===== src/rtl/mem_access_unit.sv =====
// Load/store unit: runs one req/ack data-memory transaction per request.
// Builds byte enables and lane-replicated write data, and extends load data.
`ifndef ALU_LB
`define ALU_LB  6'd18
`define ALU_LH  6'd19
`define ALU_LW  6'd20
`define ALU_LBU 6'd21
`define ALU_LHU 6'd22
`define ALU_SB  6'd23
`define ALU_SH  6'd24
`define ALU_SW  6'd25
`endif

module mem_access_unit #(
  parameter int TIMEOUT_CYCLES = 255
) (
  input  logic        clk,
  input  logic        rst,
  input  logic        start,
  input  logic [5:0]  alucode,
  input  logic [31:0] addr,
  input  logic [31:0] store_data,
  output logic        busy,
  output logic        done,
  output logic [31:0] load_data,
  output logic        misaligned,
  output logic        bus_err,
  output logic        mem_req,
  output logic        mem_we,
  output logic [31:0] mem_addr,
  output logic [3:0]  mem_be,
  output logic [31:0] mem_wdata,
  input  logic        mem_ack,
  input  logic [31:0] mem_rdata
);

  localparam int CW =
    (TIMEOUT_CYCLES < 1) ? 1 : $clog2(TIMEOUT_CYCLES + 1);
  localparam logic [CW-1:0] CNT_MAX = '1;
  localparam logic [CW-1:0] TO_LIM  = CW'(TIMEOUT_CYCLES);
  localparam bit            TO_EN   = (TIMEOUT_CYCLES != 0);

  typedef enum logic {
    S_IDLE,
    S_REQ
  } state_t;

  state_t        state_q;
  logic [1:0]    sz_q;
  logic          uns_q;
  logic          st_q;
  logic [1:0]    off_q;
  logic [CW-1:0] cnt_q;

  logic          busy_q;
  logic          done_q;
  logic [31:0]   load_data_q;
  logic          misal_q;
  logic          berr_q;
  logic          req_q;
  logic          we_q;
  logic [31:0]   maddr_q;
  logic [3:0]    be_q;
  logic [31:0]   wdata_q;

  // Size code: 0 = byte, 1 = half, 2 = word.
  logic          dec_mem;
  logic          dec_st;
  logic          dec_uns;
  logic [1:0]    dec_sz;
  logic          dec_mis;
  logic [3:0]    be_d;
  logic [31:0]   wdata_d;

  always_comb begin
    dec_mem = 1'b1;
    dec_st  = 1'b0;
    dec_uns = 1'b0;
    dec_sz  = 2'd2;
    unique case (alucode)
      `ALU_LB:  dec_sz = 2'd0;
      `ALU_LH:  dec_sz = 2'd1;
      `ALU_LW:  dec_sz = 2'd2;
      `ALU_LBU: begin
        dec_sz  = 2'd0;
        dec_uns = 1'b1;
      end
      `ALU_LHU: begin
        dec_sz  = 2'd1;
        dec_uns = 1'b1;
      end
      `ALU_SB: begin
        dec_sz = 2'd0;
        dec_st = 1'b1;
      end
      `ALU_SH: begin
        dec_sz = 2'd1;
        dec_st = 1'b1;
      end
      `ALU_SW: begin
        dec_sz = 2'd2;
        dec_st = 1'b1;
      end
      default: dec_mem = 1'b0;
    endcase
  end

  always_comb begin
    dec_mis = 1'b0;
    if (dec_mem) begin
      if (dec_sz == 2'd1) dec_mis = addr[0];
      if (dec_sz == 2'd2) dec_mis = (addr[1:0] != 2'b00);
    end
  end

  always_comb begin
    unique case (dec_sz)
      2'd0: begin
        be_d    = 4'b0001 << addr[1:0];
        wdata_d = {4{store_data[7:0]}};
      end
      2'd1: begin
        be_d    = 4'b0011 << addr[1:0];
        wdata_d = {2{store_data[15:0]}};
      end
      default: begin
        be_d    = 4'b1111;
        wdata_d = store_data;
      end
    endcase
  end

  // Lane extraction of the returned word for the latched size/offset.
  logic [31:0] lane_w;
  logic [15:0] half_w;
  logic [31:0] ext_d;

  always_comb begin
    lane_w = mem_rdata >> {off_q, 3'b000};
    half_w = off_q[1] ? mem_rdata[31:16] : mem_rdata[15:0];
    unique case (sz_q)
      2'd0: begin
        if (uns_q) ext_d = {24'b0, lane_w[7:0]};
        else       ext_d = {{24{lane_w[7]}}, lane_w[7:0]};
      end
      2'd1: begin
        if (uns_q) ext_d = {16'b0, half_w};
        else       ext_d = {{16{half_w[15]}}, half_w};
      end
      default: ext_d = mem_rdata;
    endcase
    if (st_q) ext_d = '0;
  end

  // Counter saturates so a disabled timeout never wraps.
  logic [CW-1:0] cnt_d;
  logic          to_hit;

  always_comb begin
    cnt_d  = (cnt_q == CNT_MAX) ? cnt_q : cnt_q + 1'b1;
    to_hit = TO_EN && (cnt_d == TO_LIM);
  end

  always_ff @(posedge clk) begin
    if (rst) begin
      state_q     <= S_IDLE;
      sz_q        <= '0;
      uns_q       <= 1'b0;
      st_q        <= 1'b0;
      off_q       <= '0;
      cnt_q       <= '0;
      busy_q      <= 1'b0;
      done_q      <= 1'b0;
      load_data_q <= '0;
      misal_q     <= 1'b0;
      berr_q      <= 1'b0;
      req_q       <= 1'b0;
      we_q        <= 1'b0;
      maddr_q     <= '0;
      be_q        <= '0;
      wdata_q     <= '0;
    end else begin
      done_q  <= 1'b0;
      misal_q <= 1'b0;
      berr_q  <= 1'b0;
      unique case (state_q)
        S_IDLE: begin
          if (start) begin
            sz_q  <= dec_sz;
            uns_q <= dec_uns;
            st_q  <= dec_st;
            off_q <= addr[1:0];
            if (!dec_mem || dec_mis) begin
              done_q      <= 1'b1;
              misal_q     <= dec_mis;
              load_data_q <= '0;
            end else begin
              state_q <= S_REQ;
              cnt_q   <= '0;
              busy_q  <= 1'b1;
              req_q   <= 1'b1;
              we_q    <= dec_st;
              maddr_q <= {addr[31:2], 2'b00};
              be_q    <= be_d;
              wdata_q <= wdata_d;
            end
          end
        end
        S_REQ: begin
          if (mem_ack || to_hit) begin
            state_q     <= S_IDLE;
            busy_q      <= 1'b0;
            req_q       <= 1'b0;
            we_q        <= 1'b0;
            be_q        <= '0;
            wdata_q     <= '0;
            done_q      <= 1'b1;
            berr_q      <= !mem_ack;
            load_data_q <= mem_ack ? ext_d : '0;
          end else begin
            cnt_q <= cnt_d;
          end
        end
        default: state_q <= S_IDLE;
      endcase
    end
  end

  assign busy       = busy_q;
  assign done       = done_q;
  assign load_data  = load_data_q;
  assign misaligned = misal_q;
  assign bus_err    = berr_q;
  assign mem_req    = req_q;
  assign mem_we     = we_q;
  assign mem_addr   = maddr_q;
  assign mem_be     = be_q;
  assign mem_wdata  = wdata_q;

endmodule


===== config.mk =====
export PLATFORM = sky130hd
export DESIGN_NAME = mem_access_unit
export DESIGN_NICKNAME = d
export VERILOG_FILES = /design/src/rtl/mem_access_unit.sv
export SDC_FILE = /design/constraint.sdc
export NUM_CORES = 1
export LEC_CHECK = 0
export BUFFER_PORTS_ARGS = -buffer_cell sky130_fd_sc_hd__buf_2
export CAP_MARGIN = 20
export CORE_MARGIN = 3
export CORE_UTILIZATION = 49
export CTS_BUF_LIST = sky130_fd_sc_hd__clkbuf_8 sky130_fd_sc_hd__clkbuf_16
export DETAILED_ROUTE_END_ITERATION = 6
export GPL_ROUTABILITY_DRIVEN = 0
export PLACE_DENSITY = 0.8
export SYNTH_ARGS = -nofsm -noshare
export SYNTH_HDL_FRONTEND = slang
export SYNTH_SLANG_ARGS = --single-unit

===== constraint.sdc =====
create_clock -name clk -period 3.3 [get_ports clk]
set_input_delay 0.66 -clock clk [delete_from_list [all_inputs] [get_ports clk]]
set_output_delay 0.66 -clock clk [all_outputs]
set_load 0.01 [all_outputs]

==> results of run 1 <==
[critical path: cells and delay by family (launching register included)]
family,cells,cell delay [ps]
compound gates,4,1490
fa+ha+maj,1,360
simple gates,2,330
flops,1,430
[flip-flops by register name, summed over array words and instances (netlist names)]
register	flops
state_q	1
mem_addr	30
bus_err	1
mem_wdata	32
sz_q	2
misaligned	1
off_q	2
mem_req	1
uns_q	1
mem_be	4
st_q	1
load_data	32
done	1
cnt_q	8
mem_we	1
[cell usage in the layout (no fill, tap or decap), types with 2 or more instances in the layout]
cell / count
buf_2: 209
dfxtp_1: 118
or3_1: 2
clkinv_2: 2
o21ai_0: 22
inv_1: 13
nor2b_1: 4
nand2_1: 98
clkbuf_8: 3
conb_1: 2
nor2_1: 43
a21oi_1: 45
a22o_1: 35
mux2_2: 8
nor3_1: 12
bufinv_16: 7
clkbuf_16: 16
nor3b_1: 2
mux2i_1: 20
nand4_1: 2
o2bb2ai_1: 14
o22ai_1: 8
a21o_1: 9
a221o_1: 2
nand3_1: 10
buf_4: 14
or4_1: 2
nor4_1: 2
a221oi_1: 2
o2bb2ai_2: 10
a211oi_1: 3
a211o_1: 3
nand2b_1: 19
a31oi_1: 10
a211oi_4: 2
[final timing paths]
kind                            startpoint           to  slack, ps  depth (start not counted)
worst max register to register    cnt_q[0]     cnt_q[6]        600                          7
worst max-delay path              cnt_q[0]     cnt_q[6]        600                          7
worst min-delay path               addr[8]  mem_addr[8]        380                          3
worst min register to register   mem_be[0]    mem_be[0]        450                          1
[power by group]
group / total [mW] / leakage (nW) / internal, mW / switching (mW)
sequential: 1.45 / 0.952 / 1.44 / 0.0106
clock: 2.11 / 0.347 / 1.48 / 0.628
combinational: 0.291 / 1.99 / 0.119 / 0.172
total: 3.85 / 3.29 / 3.04 / 0.811
[per-stage QoR]
step / std cells / total power [mW] / worst slack (ps) / cell area, um2 / hold WS, ps
2_1_floorplan: 599 / 1.65 / 922 / 5370 / 480
3_3_place_gp: 910 / 1.76 / 442 / 6420 / 431
3_5_place_dp: 910 / 1.77 / 318 / 6420 / 434
4_1_cts: 942 / 3.87 / 608 / 7100 / 370
5_1_grt: 942 / 3.98 / 385 / 7100 / 370
6_report: 942 / 3.85 / 600 / 7100 / 383
[per-layer routing]
metal	GRT usage, %	share of wire (%)	vias up
li1	-	-	2525
met1	30.6	41	2414
met2	42.5	48	252
met3	7.81	9.3	25
met4	10.3	2.0	0
met5	0	0	-
[logic make-up after synthesis]
family,count (synthesis),synth area share (%)
multiplexers,28,5.41
adder cells (fa/ha/maj),2,0.419
AND/OR/NAND/NOR,206,17.7
buffers and inverters,58,5.78
XOR/XNOR,2,0.326
flip-flops,118,44.0
AO/OA/AOI/OAI,183,26.3
other,1,0.0698
[layout make-up]
cell class	count	area, um2	area share [%]
clock inverters	13	235	3.31
inverters	10	37.5	0.529
multi-input cells	423	2700	38.1
repair buffers	223	1150	16.2
well taps	136	170	2.40
clock buffers	19	442	6.22
flip-flops and latches	118	2360	33.3
==> run_results.csv, run 1 <==
group,metric,value,unit
global_routing,grt-ovfl-total,0,
global_routing,grt_pass1_wl,26.0,mm
cells_and_area,n_antenna_cell,0,
synth,async_reset_ff_share,0,%
sta,maxSlewViolCount,0,
detailed_routing,viasPerCell,5.54,
die,io_pins,212,
die,fp.dieArea,12300,um2
sta,rsz0062_at_grt,"false",
detailed_routing,wire_per_inst,16.6,um
sta,worst_pin_slew,784,ps
clock_tree,clkTransAtPathRegs,60,ps
sta,setup-tns-final,0,ps
die,chipWidth,111,um
detailed_routing,drc,0,
sta,fin_crit,2700,ps
sta,period_share,81.8,%
global_routing,grt_max_degree,52,
synth,yosysWarnings,0,
synth,syn_area_per_cell,8.98,um2
flow_run,drv_cap,0,
detailed_routing,drtIter0Drc,320,
synth,synth.ff_latch_count,118,
global_routing,grt_pass1_vias,5265,
die,core.rowCount,37,
critical_path,start_kind,"register",
pwr,p_per_area,542,nW/um2
cells_and_area,drive_gt1_share,35.2,%
clock_tree,postCtsSetupBuffers,0,
clock_tree,cts_root_buf,"clkbuf_8",
critical_path,worst-endpoint-required,3720,ps
synth,synth.top_cell.area_share,44.0,%
sta,relSlewSlack,47.6,%
critical_path,path_max_fanout,16,
cells_and_area,fin_nets,900,
critical_path,worstSetupEndpointType,"register",
cells_and_area,area_delta_synth_final,32.2,%
pwr,leakage,3.29,nW
cells_and_area,finish.utilization,67.6,%
cells_and_area,fillers,805,
clock_tree,clk_latency,510,ps
placed_design,hpwl,11.3,mm
clock_tree,numCtsBuffers,17,
synth,ys.flop_type,"dfxtp_1",
global_routing,grt_usage,25.5,%
detailed_routing,vias,5216,
sta,finalSetupViolations,0,
detailed_routing,wl,15.7,mm
synth,synthDistinctLibCells,68,
critical_path,critPathKind,"reg -> reg",
die,core_area,10500,um2
critical_path,crit_chain,"ha_1 -> nand3_1 -> a211o_1 -> a221o_1 -> o21ai_2 -> nand2_1 -> a211oi_1",
synth,synth_area,5370,um2
synth,ys_seq_area_share,44.0,%
critical_path,critPathArrivalTime,3120,ps
critical_path,max_stage_delay,530,ps
outcome,status,"completed",
clock_tree,clock_path_buffers,2,
synth,netlist_top_cells_count,"dfxtp_1 (118), nand2_1 (98), a21oi_1 (45)",
clock_tree,htreeDepth,4,
critical_path,crit_slowest_cell,"o21ai_2",
min_path,hold_path.class,"in -> reg",
detailed_routing,firstDrtPassIters,5,
sta,max_freq,0.370,GHz
synth,synth_edf_count,0,
synth,ys_top_cells_by_area,"dfxtp_1 (44%), nand2_1 (6.8%), a22o_1 (5.7%)",
synth,synth_top_area_cell,"dfxtp_1",
clock_tree,cts.repair.resized,0,
synth,synth_most_common_cell,"dfxtp_1",
synth,netlist_instances,598,
global_routing,antenna_found_initial,0,
die,initial_utilization,51.1,%
placed_design,io_buffers,209,
clock_tree,hold_buffers,0,
sta,final.setup_skew,14.9,ps
sta,finalHoldViolCount,0,
clock_tree,cts_tree,"done",
clock_tree,cts.sinks,118,
die,die_y,111,um
detailed_routing,final_antenna_net_count,0,
pwr,ir_drop,300,uV
(Power assumes the default switching activity.)
==> inputs of run 2 (changes only) <==
--- a/config.mk
+++ b/config.mk
@@ -8,11 +8,11 @@
 export BUFFER_PORTS_ARGS = -buffer_cell sky130_fd_sc_hd__buf_2
 export CAP_MARGIN = 20
 export CORE_MARGIN = 3
-export CORE_UTILIZATION = 49
+export CORE_UTILIZATION = 44
 export CTS_BUF_LIST = sky130_fd_sc_hd__clkbuf_8 sky130_fd_sc_hd__clkbuf_16
 export DETAILED_ROUTE_END_ITERATION = 6
 export GPL_ROUTABILITY_DRIVEN = 0
-export PLACE_DENSITY = 0.8
+export PLACE_DENSITY = 0.76
 export SYNTH_ARGS = -nofsm -noshare
 export SYNTH_HDL_FRONTEND = slang
 export SYNTH_SLANG_ARGS = --single-unit
==> constraint.sdc (replaced) <==
create_clock -name clk -period 2.3 [get_ports clk]
set_input_delay 0.46 -clock clk [delete_from_list [all_inputs] [get_ports clk]]
set_output_delay 0.46 -clock clk [all_outputs]
set_load 0.01 [all_outputs]
==> run 2 against run 1 <==
- non-clock buffer count up 26
- global-route usage down 2.3 points
- sequential share of layout area down 1.3 points
- power up 40%
- final area up 4.5%
- utilization down 4.0 points
- critical path depth up 1
- wire length up 4.1%
- die area up 11%
- final cell count up 3.6%
- combinational power up 57%
- fmax up 21%
==> run_results.csv, run 2 (synthesized netlist as in run 1, its figures left out) <==
group,metric,value,unit
critical_path,critPathArrivalTime,2520,ps
sta,relSlewSlack,60.6,%
critical_path,path_max_fanout,19,
cells_and_area,layout_common_cells,"buf_2 (209), dfxtp_1 (113), nand2_1 (98)",
global_routing,grt-ovfl-total,0,
cells_and_area,fin_area,7420,um2
critical_path,critPathKind,"reg -> reg",
sta,final.setup_skew,7.84,ps
die,die_y,116,um
cells_and_area,finish.utilization,63.6,%
pwr,p_per_area,726,nW/um2
die,io_pins,212,
clock_tree,cts.sinks,118,
detailed_routing,firstDrtPassIters,5,
flow_run,drv_cap,0,
cells_and_area,area_delta_synth_final,38.1,%
pwr,leakage,3.43,nW
critical_path,worst-endpoint-required,2590,ps
cells_and_area,final_cells,976,
clock_tree,cts_root_buf,"clkbuf_16",
critical_path,crit_chain,"nand4_4 -> or2_4 -> a221o_1 -> o21bai_4 -> a211oi_4 -> buf_4 -> buf_12 -> a22o_1",
clock_tree,clock_path_buffers,2,
clock_tree,clk_latency,410,ps
critical_path,start_kind,"register",
placed_design,dp_cells,938,
detailed_routing,vias,5376,
clock_tree,cts_tree,"done",
clock_tree,clkTransAtPathRegs,60,ps
sta,setup-tns-final,0,ps
die,initial_utilization,46.0,%
clock_tree,hold_buffers,0,
detailed_routing,final_antenna_net_count,0,
sta,fin_crit,2230,ps
die,core.rowCount,39,
sta,finalSetupViolations,0,
sta,period_share,97.0,%
cells_and_area,drive_gt1_share,38.9,%
die,core_area,11700,um2
sta,worst_pin_slew,590,ps
critical_path,crit_slowest_cell,"dfxtp_1",
sta,finalHoldViolCount,0,
detailed_routing,wire_per_inst,16.7,um
detailed_routing,wl,16.3,mm
cells_and_area,fin_nets,926,
critical_path,max_stage_delay,410,ps
global_routing,grt_pass1_wl,24.9,mm
sta,maxSlewViolCount,0,
global_routing,grt_pass1_vias,5114,
global_routing,grt_max_degree,52,
die,chipWidth,116,um
sta,max_freq,0.448,GHz
critical_path,critPathBufInv,2,
clock_tree,htreeDepth,4,
critical_path,crit_family,"compound AO/OA/AOI/OAI gates",
detailed_routing,drtIter0Drc,386,
outcome,status,"completed",
die,fp.dieArea,13600,um2
placed_design,hpwl,11.6,mm
pwr,ir_drop,466,uV
clock_tree,numCtsBuffers,17,
global_routing,antenna_found_initial,1,
global_routing,grt_usage,23.2,%
critical_path,worstSetupEndpointType,"register",
detailed_routing,viasPerCell,5.51,
cells_and_area,layout_commonest_cell,"buf_2",
detailed_routing,drc,0,
placed_design,post_dp_cell_area,6660,um2
placed_design,io_buffers,209,
min_path,hold_path.class,"in -> reg",
==> run 2: changes by cell type in the layout (fill, tap and decap cells not counted), moves of 4 or more <==
cell / before / now
buf_4: 14 / 32
dfxtp_2: 0 / 4
inv_1: 13 / 9
dfxtp_1: 118 / 113
buf_12: 0 / 6
clkinv_4: 0 / 4
==> run 2: report_power, final <==
part | internal (mW) | switching [mW] | total [mW]
Combinational | 0.200 | 0.257 | 0.457
Sequential | 2.06 | 0.0155 | 2.08
Clock | 1.85 | 0.996 | 2.85
==> run 2: cell type report <==
type	instances	area, um2
fill	980	4250
multi-input combinational	423	2750
sequential	118	2370
timing repair buffer	249	1440
clock buffer	18	439
clock inverter	14	199
tap	143	179
inverter	10	37.5
antenna	1	2.50
==> run 2: stage by stage <==
step / total power, mW / hold WS (ps) / worst slack [ps]
after floorplan: 2.36 / 480 / 23.4
after global placement: 2.55 / 432 / 46.5
after detailed placement: 2.56 / 441 / -45.7
after CTS: 5.41 / 278 / 15.3
after global routing: 5.57 / 286 / -5.74
final: 5.39 / 293 / 68.6
==> run 2: what timing repair did <==
action,CTS,global route
setup endpoints to repair,0,65
setup buffers,0,3
gates resized for setup,0,14
==> run 2: worst min-delay path: cells and delay by family <==
family | cells | cell delay [ps]
AOI/OAI and AO/OA | 1 | 50
buffers and inverters | 1 | 90
and+or+nand+nor | 1 | 50
==> run 2: path summary, 6_finish.rpt <==
check / from / to / slack, ps / depth (start not counted)
worst max-delay path: cnt_q[3] / mem_wdata[31] / 70 / 8
worst min-delay path: addr[14] / mem_addr[14] / 290 / 3
worst max register to register: cnt_q[3] / mem_wdata[31] / 70 / 8
worst min register to register: mem_addr[31] / mem_addr[31] / 450 / 2
==> run 2: routing by layer <==
| layer | vias up | global-route usage [%] | part of all wire [%] |
|---|---|---|---|
| met1 | 2507 | 28.4 | 42 |
| met2 | 251 | 38.5 | 48 |
| met5 | - | 0 | 0 |
| met4 | 0 | 8.97 | 1.8 |
| met3 | 29 | 6.94 | 8.4 |
| li1 | 2589 | - | - |
==> inputs of run 3 (changes only) <==
==> config.mk (replaced) <==
export PLATFORM = sky130hd
export DESIGN_NAME = mem_access_unit
export DESIGN_NICKNAME = d
export VERILOG_FILES = /design/src/rtl/mem_access_unit.sv
export SDC_FILE = /design/constraint.sdc
export NUM_CORES = 1
export LEC_CHECK = 0
export CAP_MARGIN = 20
export CORE_MARGIN = 3
export CORE_UTILIZATION = 57
export CTS_BUF_LIST = sky130_fd_sc_hd__clkbuf_8 sky130_fd_sc_hd__clkbuf_16
export DETAILED_ROUTE_END_ITERATION = 6
export DONT_BUFFER_PORTS = 1
export GPL_ROUTABILITY_DRIVEN = 0
export PLACE_DENSITY = 0.75
export SYNTH_ARGS = -nofsm -noshare
export SYNTH_HDL_FRONTEND = slang
export SYNTH_SLANG_ARGS = --single-unit
==> run 3 against run 2 <==
- power shrank 7.9%
- final area is 16% lower
- global-route usage grew 3.0 points
- die area down 22%
- clock skew increased by 3.6 ps
- utilization grew 5.9 points
- final cell count fell by 26%
- flip-flop and latch count unchanged
- wire length fell by 9.5%
==> run_results.csv, run 3 (synthesized netlist as in run 1, its figures left out) <==
group,metric,value,unit
flow_run,drv_cap,0,
placed_design,io_buffers,0,
detailed_routing,wire_per_inst,20.3,um
clock_tree,hold_buffers,0,
cells_and_area,layout_commonest_cell,"dfxtp_1",
sta,finalSetupViolations,0,
min_path,hold_path.class,"in -> reg",
pwr,internal-power,3.75,mW
global_routing,grt_pass1_wl,22.0,mm
cells_and_area,final_cells,726,
die,chipWidth,103,um
placed_design,post_dp_cell_area,5510,um2
detailed_routing,vias,4616,
detailed_routing,drc,0,
clock_tree,cts.sinks,118,
die,core.rowCount,34,
cells_and_area,fin_nets,712,
clock_tree,htreeDepth,4,
die,initial_utilization,60.1,%
die,io_pins,212,
clock_tree,clock_path_buffers,2,
sta,final.setup_skew,11.5,ps
pwr,p_sw,1.21,mW
detailed_routing,final_antenna_net_count,0,
pwr,totalPowerFinal,4.96,mW
clock_tree,clk_latency,510,ps
placed_design,hpwl,10.2,mm
cells_and_area,fin_area,6210,um2
cells_and_area,drive_gt1_share,18.0,%
die,die_y,103,um
pwr,clkPwrFrac,51.9,%
sta,period_share,98.9,%
die,fp.dieArea,10600,um2
die,core_area,8930,um2
sta,finalHoldViolCount,0,
pwr,power.share.sequential,42.2,%
global_routing,antenna_found_initial,0,
detailed_routing,wl,14.8,mm
cells_and_area,finish.utilization,69.5,%
critical_path,start_kind,"register",
pwr,leakage,2.38,nW
sta,whs,26.7,ps
critical_path,path_max_fanout,9,
cells_and_area,fillers,701,
clock_tree,cts_root_buf,"clkbuf_8",
pwr,ir_drop,492,uV
detailed_routing,drtIter0Drc,261,
critical_path,critPathArrivalTime,2670,ps
global_routing,grt_max_degree,53,
detailed_routing,firstDrtPassIters,5,
pwr,pwr-share-comb,5.8,%
detailed_routing,viasPerCell,6.36,
clock_tree,cts_tree,"done",
sta,maxSlewViolCount,0,
pwr,switching_share,24.3,%
placed_design,dp_cells,688,
cells_and_area,area_delta_synth_final,15.6,%
pwr,p_per_area,799,nW/um2
global_routing,grt-ovfl-total,0,
sta,relSlewSlack,57.9,%
critical_path,worst-endpoint-required,2700,ps
sta,max_freq,0.440,GHz
critical_path,worstSetupEndpointType,"register",
sta,worst_pin_slew,631,ps
global_routing,grt_pass1_vias,4504,
outcome,status,"completed",
sta,setup_ws,26.3,ps
sta,setup-tns-final,0,ps
clock_tree,numCtsBuffers,17,
global_routing,grt_usage,26.2,%
cells_and_area,n_antenna_cell,0,
clock_tree,clkTransAtPathRegs,60,ps
critical_path,critPathKind,"reg -> reg",
placed_design,dp_slack,50.9,ps
sta,fin_crit,2270,ps
cells_and_area,layout_common_cells,"dfxtp_1 (113), nand2_1 (98), a21oi_1 (45)",
run 3: critical path, cell delays in order (launching register included):
cell       delay [ps]
dfxtp_2           340
ha_2              190
nand3_1            80
a211o_1           300
a221o_1           370
o21bai_4          240
a211oi_4           90
buf_4             180
clkbuf_16         170
a22o_1            220
run 3: per-layer routing:
metal  track usage [%]  up-vias  share of wire [%]
li1                  -     2159                  -
met1              30.5     2190                 39
met2              44.5      244                 50
met3              9.34       23                9.6
met4              9.36        0                1.2
met5                 0        -                  0
run 3: layout make-up:
type                    instances  area [um2]  area share [%]
flip-flops and latches        118        2370            38.1
clock inverters                15         169            2.72
repair buffers                 35         352            5.66
multi-input cells             423        2730            44.0
clock buffers                  17         414            6.67
inverters                      10        37.5           0.604
well taps                     108         135            2.18
run 3: power groups by stage:
stage	Sequential (mW)	Combinational, mW	Clock [mW]
floorplan	2.13	0.235	0
global placement	2.14	0.255	0
detailed placement	2.14	0.265	0
CTS	2.10	0.267	2.60
global route	2.10	0.313	2.70
finish	2.10	0.289	2.58
run 3: repair_timing:
action	in CTS	in global routing
setup buffers	0	3
resized for setup	0	12
setup endpoints to repair	0	75
run 3: final timing paths:
path,cells after the start,slack (ps),endpoint,from
max reg2reg,9,30,mem_wdata[0],cnt_q[0]
min,1,30,bus_err,mem_ack
min reg2reg,2,500,mem_addr[21],mem_addr[21]
max,9,30,mem_wdata[0],cnt_q[0]
